--- src/rtl/boot_loader_if.sv ---
// Byte-stream host link, RAM write port and boot status for the program loader.
// The loader sits on the slave side; a host or bench driver takes the master side.
interface boot_loader_if #(
  parameter int ADDR_W = 10
);
  logic [7:0]        rx_data;
  logic              rx_valid;
  logic              rx_ready;
  logic              mem_we;
  logic [ADDR_W-1:0] mem_addr;
  logic [31:0]       mem_wdata;
  logic              cpu_rstb;
  logic              done;
  logic              error;

  modport slave (
    input  rx_data, rx_valid,
    output rx_ready, mem_we, mem_addr, mem_wdata, cpu_rstb, done, error
  );

  modport master (
    output rx_data, rx_valid,
    input  rx_ready, mem_we, mem_addr, mem_wdata, cpu_rstb, done, error
  );
endinterface

--- src/rtl/boot_loader.sv ---
// Serial program loader: 16-bit word count, little-endian 32-bit words written to RAM
// from address 0, then an 8-bit additive checksum that gates release of the CPU reset.
//
// state  | meaning
// LEN0   | waiting for word count low byte
// LEN1   | waiting for word count high byte
// DATA   | assembling data words and writing them to RAM
// CSUM   | waiting for checksum byte
// DONE   | load good, CPU released (terminal until reset)
// ERR    | length overflow or checksum mismatch (terminal until reset)
module boot_loader #(
  parameter int ADDR_W = 10,
  parameter int DATA_W = 32
) (
  input  logic        i_clk,
  input  logic        i_rstb,
  input  logic        i_clk_en,
  boot_loader_if.slave bus
);

  typedef enum logic [2:0] {
    S_LEN0,
    S_LEN1,
    S_DATA,
    S_CSUM,
    S_DONE,
    S_ERR
  } state_t;

  localparam int unsigned MAX_WORDS = 32'd1 << ADDR_W;

  state_t              state;
  state_t              state_nxt;
  logic [15:0]         count;
  logic [ADDR_W-1:0]   word_idx;
  logic [1:0]          byte_idx;
  logic [7:0]          sum;
  logic [DATA_W-1:0]   word_sh;
  logic                we_pend;
  logic [ADDR_W-1:0]   mem_addr;
  logic [DATA_W-1:0]   mem_wdata;

  logic                accepting;
  logic                accept;
  logic [15:0]         count_full;
  logic                count_over;
  logic                last_word;
  logic                word_end;
  logic [DATA_W-1:0]   word_full;

  assign accepting  = (state == S_LEN0) || (state == S_LEN1) ||
                      (state == S_DATA) || (state == S_CSUM);
  // Ready is held low while reset is asserted so no byte is offered to a loader
  // that is about to be cleared.
  assign bus.rx_ready = i_rstb & i_clk_en & accepting;
  assign accept       = bus.rx_valid & bus.rx_ready;

  assign count_full = {bus.rx_data, count[7:0]};
  assign count_over = 32'(count_full) > MAX_WORDS;
  assign last_word  = 32'(word_idx) == (32'(count) - 32'd1);
  assign word_end   = byte_idx == 2'd3;
  assign word_full  = {bus.rx_data, word_sh[DATA_W-1:8]};

  always_comb begin
    state_nxt = state;
    unique case (state)
      S_LEN0: if (accept) state_nxt = S_LEN1;
      S_LEN1: begin
        if (accept) begin
          if (count_over)              state_nxt = S_ERR;
          else if (count_full == 16'd0) state_nxt = S_CSUM;
          else                          state_nxt = S_DATA;
        end
      end
      S_DATA: if (accept && word_end && last_word) state_nxt = S_CSUM;
      S_CSUM: begin
        if (accept) state_nxt = (bus.rx_data == sum) ? S_DONE : S_ERR;
      end
      S_DONE: state_nxt = S_DONE;
      S_ERR:  state_nxt = S_ERR;
      default: state_nxt = S_ERR;
    endcase
  end

  always_ff @(posedge i_clk) begin
    if (!i_rstb) begin
      state     <= S_LEN0;
      count     <= '0;
      word_idx  <= '0;
      byte_idx  <= '0;
      sum       <= '0;
      word_sh   <= '0;
      we_pend   <= 1'b0;
      mem_addr  <= '0;
      mem_wdata <= '0;
    end else if (i_clk_en) begin
      state <= state_nxt;
      // A strobe held over a disabled stretch is seen on this enabled cycle.
      if (we_pend) we_pend <= 1'b0;
      if (accept) begin
        unique case (state)
          S_LEN0: count[7:0]  <= bus.rx_data;
          S_LEN1: count[15:8] <= bus.rx_data;
          S_DATA: begin
            word_sh  <= word_full;
            sum      <= sum + bus.rx_data;
            byte_idx <= byte_idx + 2'd1;
            if (word_end) begin
              we_pend   <= 1'b1;
              mem_addr  <= word_idx;
              mem_wdata <= word_full;
              word_idx  <= word_idx + 1'b1;
            end
          end
          default: ;
        endcase
      end
    end
  end

  assign bus.mem_we    = we_pend & i_clk_en;
  assign bus.mem_addr  = mem_addr;
  assign bus.mem_wdata = mem_wdata[31:0];
  assign bus.cpu_rstb  = state == S_DONE;
  assign bus.done      = state == S_DONE;
  assign bus.error     = state == S_ERR;

endmodule

--- src/flat_wrapper.sv ---
// flat-port wrapper written by rule: the top's interface ports become plain ports
module boot_loader_flat 
#(
  parameter int ADDR_W = 10,
  parameter int DATA_W = 32
)
  (i_clk, i_rstb, i_clk_en, bus_rx_data, bus_rx_valid, bus_rx_ready, bus_mem_we, bus_mem_addr, bus_mem_wdata, bus_cpu_rstb, bus_done, bus_error);
  boot_loader_if #(.ADDR_W(ADDR_W)) bus_i ();
  input  logic i_clk;
  input  logic i_rstb;
  input  logic i_clk_en;
  input wire logic [$bits(bus_i.rx_data)-1:0] bus_rx_data;
  input wire logic [$bits(bus_i.rx_valid)-1:0] bus_rx_valid;
  output wire logic [$bits(bus_i.rx_ready)-1:0] bus_rx_ready;
  output wire logic [$bits(bus_i.mem_we)-1:0] bus_mem_we;
  output wire logic [$bits(bus_i.mem_addr)-1:0] bus_mem_addr;
  output wire logic [$bits(bus_i.mem_wdata)-1:0] bus_mem_wdata;
  output wire logic [$bits(bus_i.cpu_rstb)-1:0] bus_cpu_rstb;
  output wire logic [$bits(bus_i.done)-1:0] bus_done;
  output wire logic [$bits(bus_i.error)-1:0] bus_error;
  assign bus_i.rx_data = bus_rx_data;
  assign bus_i.rx_valid = bus_rx_valid;
  assign bus_rx_ready = bus_i.rx_ready;
  assign bus_mem_we = bus_i.mem_we;
  assign bus_mem_addr = bus_i.mem_addr;
  assign bus_mem_wdata = bus_i.mem_wdata;
  assign bus_cpu_rstb = bus_i.cpu_rstb;
  assign bus_done = bus_i.done;
  assign bus_error = bus_i.error;
  boot_loader #(.ADDR_W(ADDR_W), .DATA_W(DATA_W)) u_core (.i_clk(i_clk), .i_rstb(i_rstb), .i_clk_en(i_clk_en), .bus(bus_i));
endmodule
--- config.mk ---
export PLATFORM = sky130hd
export DESIGN_NAME = boot_loader_flat
export DESIGN_NICKNAME = d
export VERILOG_FILES = /design/src/rtl/boot_loader_if.sv /design/src/rtl/boot_loader.sv /design/src/flat_wrapper.sv
export SDC_FILE = /design/constraint.sdc
export NUM_CORES = 1
export LEC_CHECK = 0
export ABC_AREA = 1
export BUFFER_PORTS_ARGS = -buffer_cell sky130_fd_sc_hd__buf_2
export CAP_MARGIN = 15
export CORE_ASPECT_RATIO = 0.9
export CORE_UTILIZATION = 45
export CTS_BUF_LIST = sky130_fd_sc_hd__clkbuf_16
export CTS_CLUSTER_DIAMETER = 40
export DETAILED_ROUTE_END_ITERATION = 16
export PLACE_DENSITY = 0.61
export SYNTH_ARGS = -nofsm -noshare
export SYNTH_HDL_FRONTEND = slang
export SYNTH_SLANG_ARGS = --single-unit
--- constraint.sdc ---
create_clock -name i_clk -period 2.05 [get_ports i_clk]
set_input_delay 0.205 -clock i_clk [delete_from_list [all_inputs] [get_ports i_clk]]
set_output_delay 0.205 -clock i_clk [all_outputs]
set_load 0.005 [all_outputs]
==> results.cfg <==
[detailed_routing]
drc_errors = 0
drtIter0Drc = 178
first_pass_iters = 4
vias = 4293
drt_wl_total_mm = 11.7
wire_per_inst_um = 14.0
ant_nets = 0
routed_via_density = 5.14

[logic_synthesis]
synth_top_family_by_area = simple AND/OR/NAND/NOR gates
ys_async_sr_fraction_pct = 0
synth_compound_area_share_pct = 17.7
muxShareOfSynthArea_pct = 0
synth_edf_count = 0
synth_fp_nets = 676
synthAdderAreaFrac_pct = 3.28
synth.distinct_cells = 34
syn-cell-area_sq_um = 4800
synthCells = 652
ys_seq_area_share_pct = 44.2
synth_flop_cell = dfxtp_1
yosys_register_bits = 106
synth-simple-area-share_pct = 24.3
yosysWarnings = 0
synth-xor-area-share_pct = 2.74
synth_area_per_cell_sq_um = 7.36

[worst_setup_path]
critPathKind = flip-flop to flip-flop
reg2reg_from = u_core.count[1]
reg2reg_slack_ns = 0.22
worst-endpoint-required_ns = 2.29
worstSetupStartpointType = flip-flop
r2r_end = u_core.state[1]
cp.arrival_ns = 2.07
crit_fanout = 5
end_kind = flip-flop
worstRegToRegCells = 13

[timing]
min_period_ns = 1.83
skew_ns = 0.00708
relSlewSlack_pct = 50.2
hold_violations = 0
setup_viol_count_final = 0
fin_crit_sh_pct = 89.3
tightest_slew_ns = 0.746
clock.fmax_mhz = 546
fin_setup_tns_ns = 0
rsz0062_at_grt = no
drv_slew = 0

[floorplanning]
ios = 59
fp.dieArea_sq_um = 11100
die_w_um = 111
fp.coreArea_sq_um = 10300
initial_utilization_pct = 46.7
die_h_um = 100
num_rows = 35

[cts]
cts_hold_buf = 0
cts_sinks = 106
cts_root_buffer = clkbuf_16
cts.htree.levels = 3
cts_buffer_depth = 2
insertion_delay_ns = 0.35
cts_buffers = 9
tritoncts = done
clk_pin_slew_ns = 0.07
postCtsSetupBuffers = 0

[global_route]
grt_max_degree = 59
antenna_found_initial = 0
grt_pass1_wl_mm = 19.4
overflow = 0
grt_use_total_pct = 22.0
grt_pass1_vias = 3989

[worst_hold_path]
whs_path_depth = 3
hold-path-endpoint = u_core.count[7]
worst_hold_path_type = input port to flip-flop
worstHoldStart = bus_rx_data[7]

[run]
maxCapViolations = 0

[power]
peakVddDrop_mv = 0.464
leakagePower_uw = 0.00248
p_per_area_nw_per_um2 = 805
finalPower_uw = 4480

[place]
detailed_place_hpwl_mm = 8.39
portBuffers = 58
gp_congestion = 0.893

[final_layout]
finalNetCount = 726
syn_to_final_growth_pct = 16.0
final_layout_size_suffix_gt1_share_pct = 15.4
diodes = 0

[outcome]
outcome = completed
[cells in the final DEF (no fill, tap or decap), types with 7 or more instances in the layout]
| cell type | netlist | routed |
|---|---|---|
| a211oi_1 | 20 | 20 |
| buf_4 | 3 | 11 |
| o21ai_0 | 70 | 67 |
| nor2_2 | 6 | 7 |
| xor2_1 | 9 | 9 |
| ha_1 | 11 | 10 |
| a21oi_1 | 62 | 62 |
| inv_1 | 61 | 60 |
| buf_2 | 7 | 58 |
| dfxtp_1 | 106 | 106 |
| nor2_1 | 116 | 114 |
| nand2_1 | 95 | 95 |
| clkbuf_16 | 0 | 9 |
| nand3_1 | 23 | 22 |
[stage by stage]
| step | utilization (%) | cells | setup slack, ns | hold slack (ns) | area (sq um) |
|---|---|---|---|---|---|
| after floorplan | - | 652 | 0.292 | 0.344 | 4800 |
| after global placement | 50.6 | 820 | 0.163 | 0.448 | 5200 |
| after detailed placement | 50.6 | 820 | 0.123 | 0.450 | 5200 |
| after CTS | 53.7 | 836 | 0.109 | 0.171 | 5530 |
| after global routing | 54.1 | 836 | 0.0276 | 0.191 | 5570 |
| final | 54.1 | 836 | 0.220 | 0.185 | 5570 |
[state kept, by name, summed over array words and instances, names as in the netlist, 2 cells and up]
| signal | count |
|---|---|
| u_core.bus.mem_addr | 10 |
| u_core.word_idx | 10 |
| u_core.sum | 8 |
| u_core.count | 16 |
| u_core.word_sh | 24 |
| u_core.byte_idx | 2 |
| u_core.bus.mem_wdata | 32 |
| u_core.state | 3 |
[cells in the mapped netlist (6+ instances only)]
library cell  number  area share, %
inv_1             61            4.8
nand2_1           95            7.4
nor2_2             6           0.78
xor2_1             9            1.6
o21ai_0           70            7.3
a211oi_1          20            3.1
ha_1              11            2.9
clkbuf_1          15            1.2
nor3_1             6           0.63
a21oi_1           62            6.5
buf_2              7           0.73
xnor2_1            6            1.1
nor2_1           116            9.1
dfxtp_1          106             44
nand3_1           23            2.4
[kinds of logic after synthesis]
logic type / count (synthesis)
XOR/XNOR: 15
adder cells (fa/ha/maj): 12
flip-flops: 106
buffers and inverters: 94
AND/OR/NAND/NOR: 268
AO/OA/AOI/OAI: 157
[layer usage]
layer | track usage (%) | vias to the layer above | wire length, um | part of all wire [%]
met5 | 0 | - | 0 | 0
met4 | 8.51 | 0 | 201 | 1.7
met3 | 4.53 | 12 | 494 | 4.2
met2 | 35.2 | 89 | 5250 | 45
met1 | 29.4 | 1959 | 5740 | 49
li1 | - | 2233 | - | -
[how the worst max path moves through the flow]
| stage | slack [ns] | cells past startpoint | from | endpoint |
|---|---|---|---|---|
| 2_1_floorplan | 0.29 | 11 | u_core.sum[0] | u_core.sum[6] |
| 3_3_place_gp | 0.16 | 12 | u_core.count[3] | u_core.state[0] |
| 3_5_place_dp | 0.12 | 12 | u_core.count[3] | u_core.state[1] |
| 4_1_cts | 0.11 | 11 | u_core.count[3] | u_core.state[2] |
| 5_1_grt | 0.03 | 14 | u_core.count[7] | u_core.state[1] |
| 6_report | 0.22 | 13 | u_core.count[1] | u_core.state[1] |
[power breakdown]
group	total, uW	internal, uW	switching [uW]	leakage (uW)
Combinational	489	170	319	0.00147
Clock	1880	1080	799	0.000156
Sequential	2120	2080	31.1	0.000855
[critical path, stage by stage, from the launching register on]
cell and delay [ns]:
dfxtp_1 0.32, inv_1 0.14, ha_4 0.17, nand3_1 0.14, nor2_2 0.20, nand3_1 0.08, nand2_1 0.07, nand2_1 0.04
nor2_1 0.09, nand3_1 0.14, nand2_2 0.13, nand3_1 0.08, nand2_1 0.06, nor2_1 0.04
[area by class of cell]
type / count / area (sq um)
clock buffer: 9 / 225
clock inverter: 7 / 100
fill: 1000 / 4720
inverter: 64 / 240
multi-input combinational: 452 / 2350
sequential: 106 / 2120
tap: 129 / 161
timing repair buffer: 69 / 373
[what timing repair did]
item / CTS / global route
resized for setup: 0 / 12
hold endpoints to repair: 0 / 0
setup endpoints to repair: 0 / 5
Power figures use the tool's default switching activity.
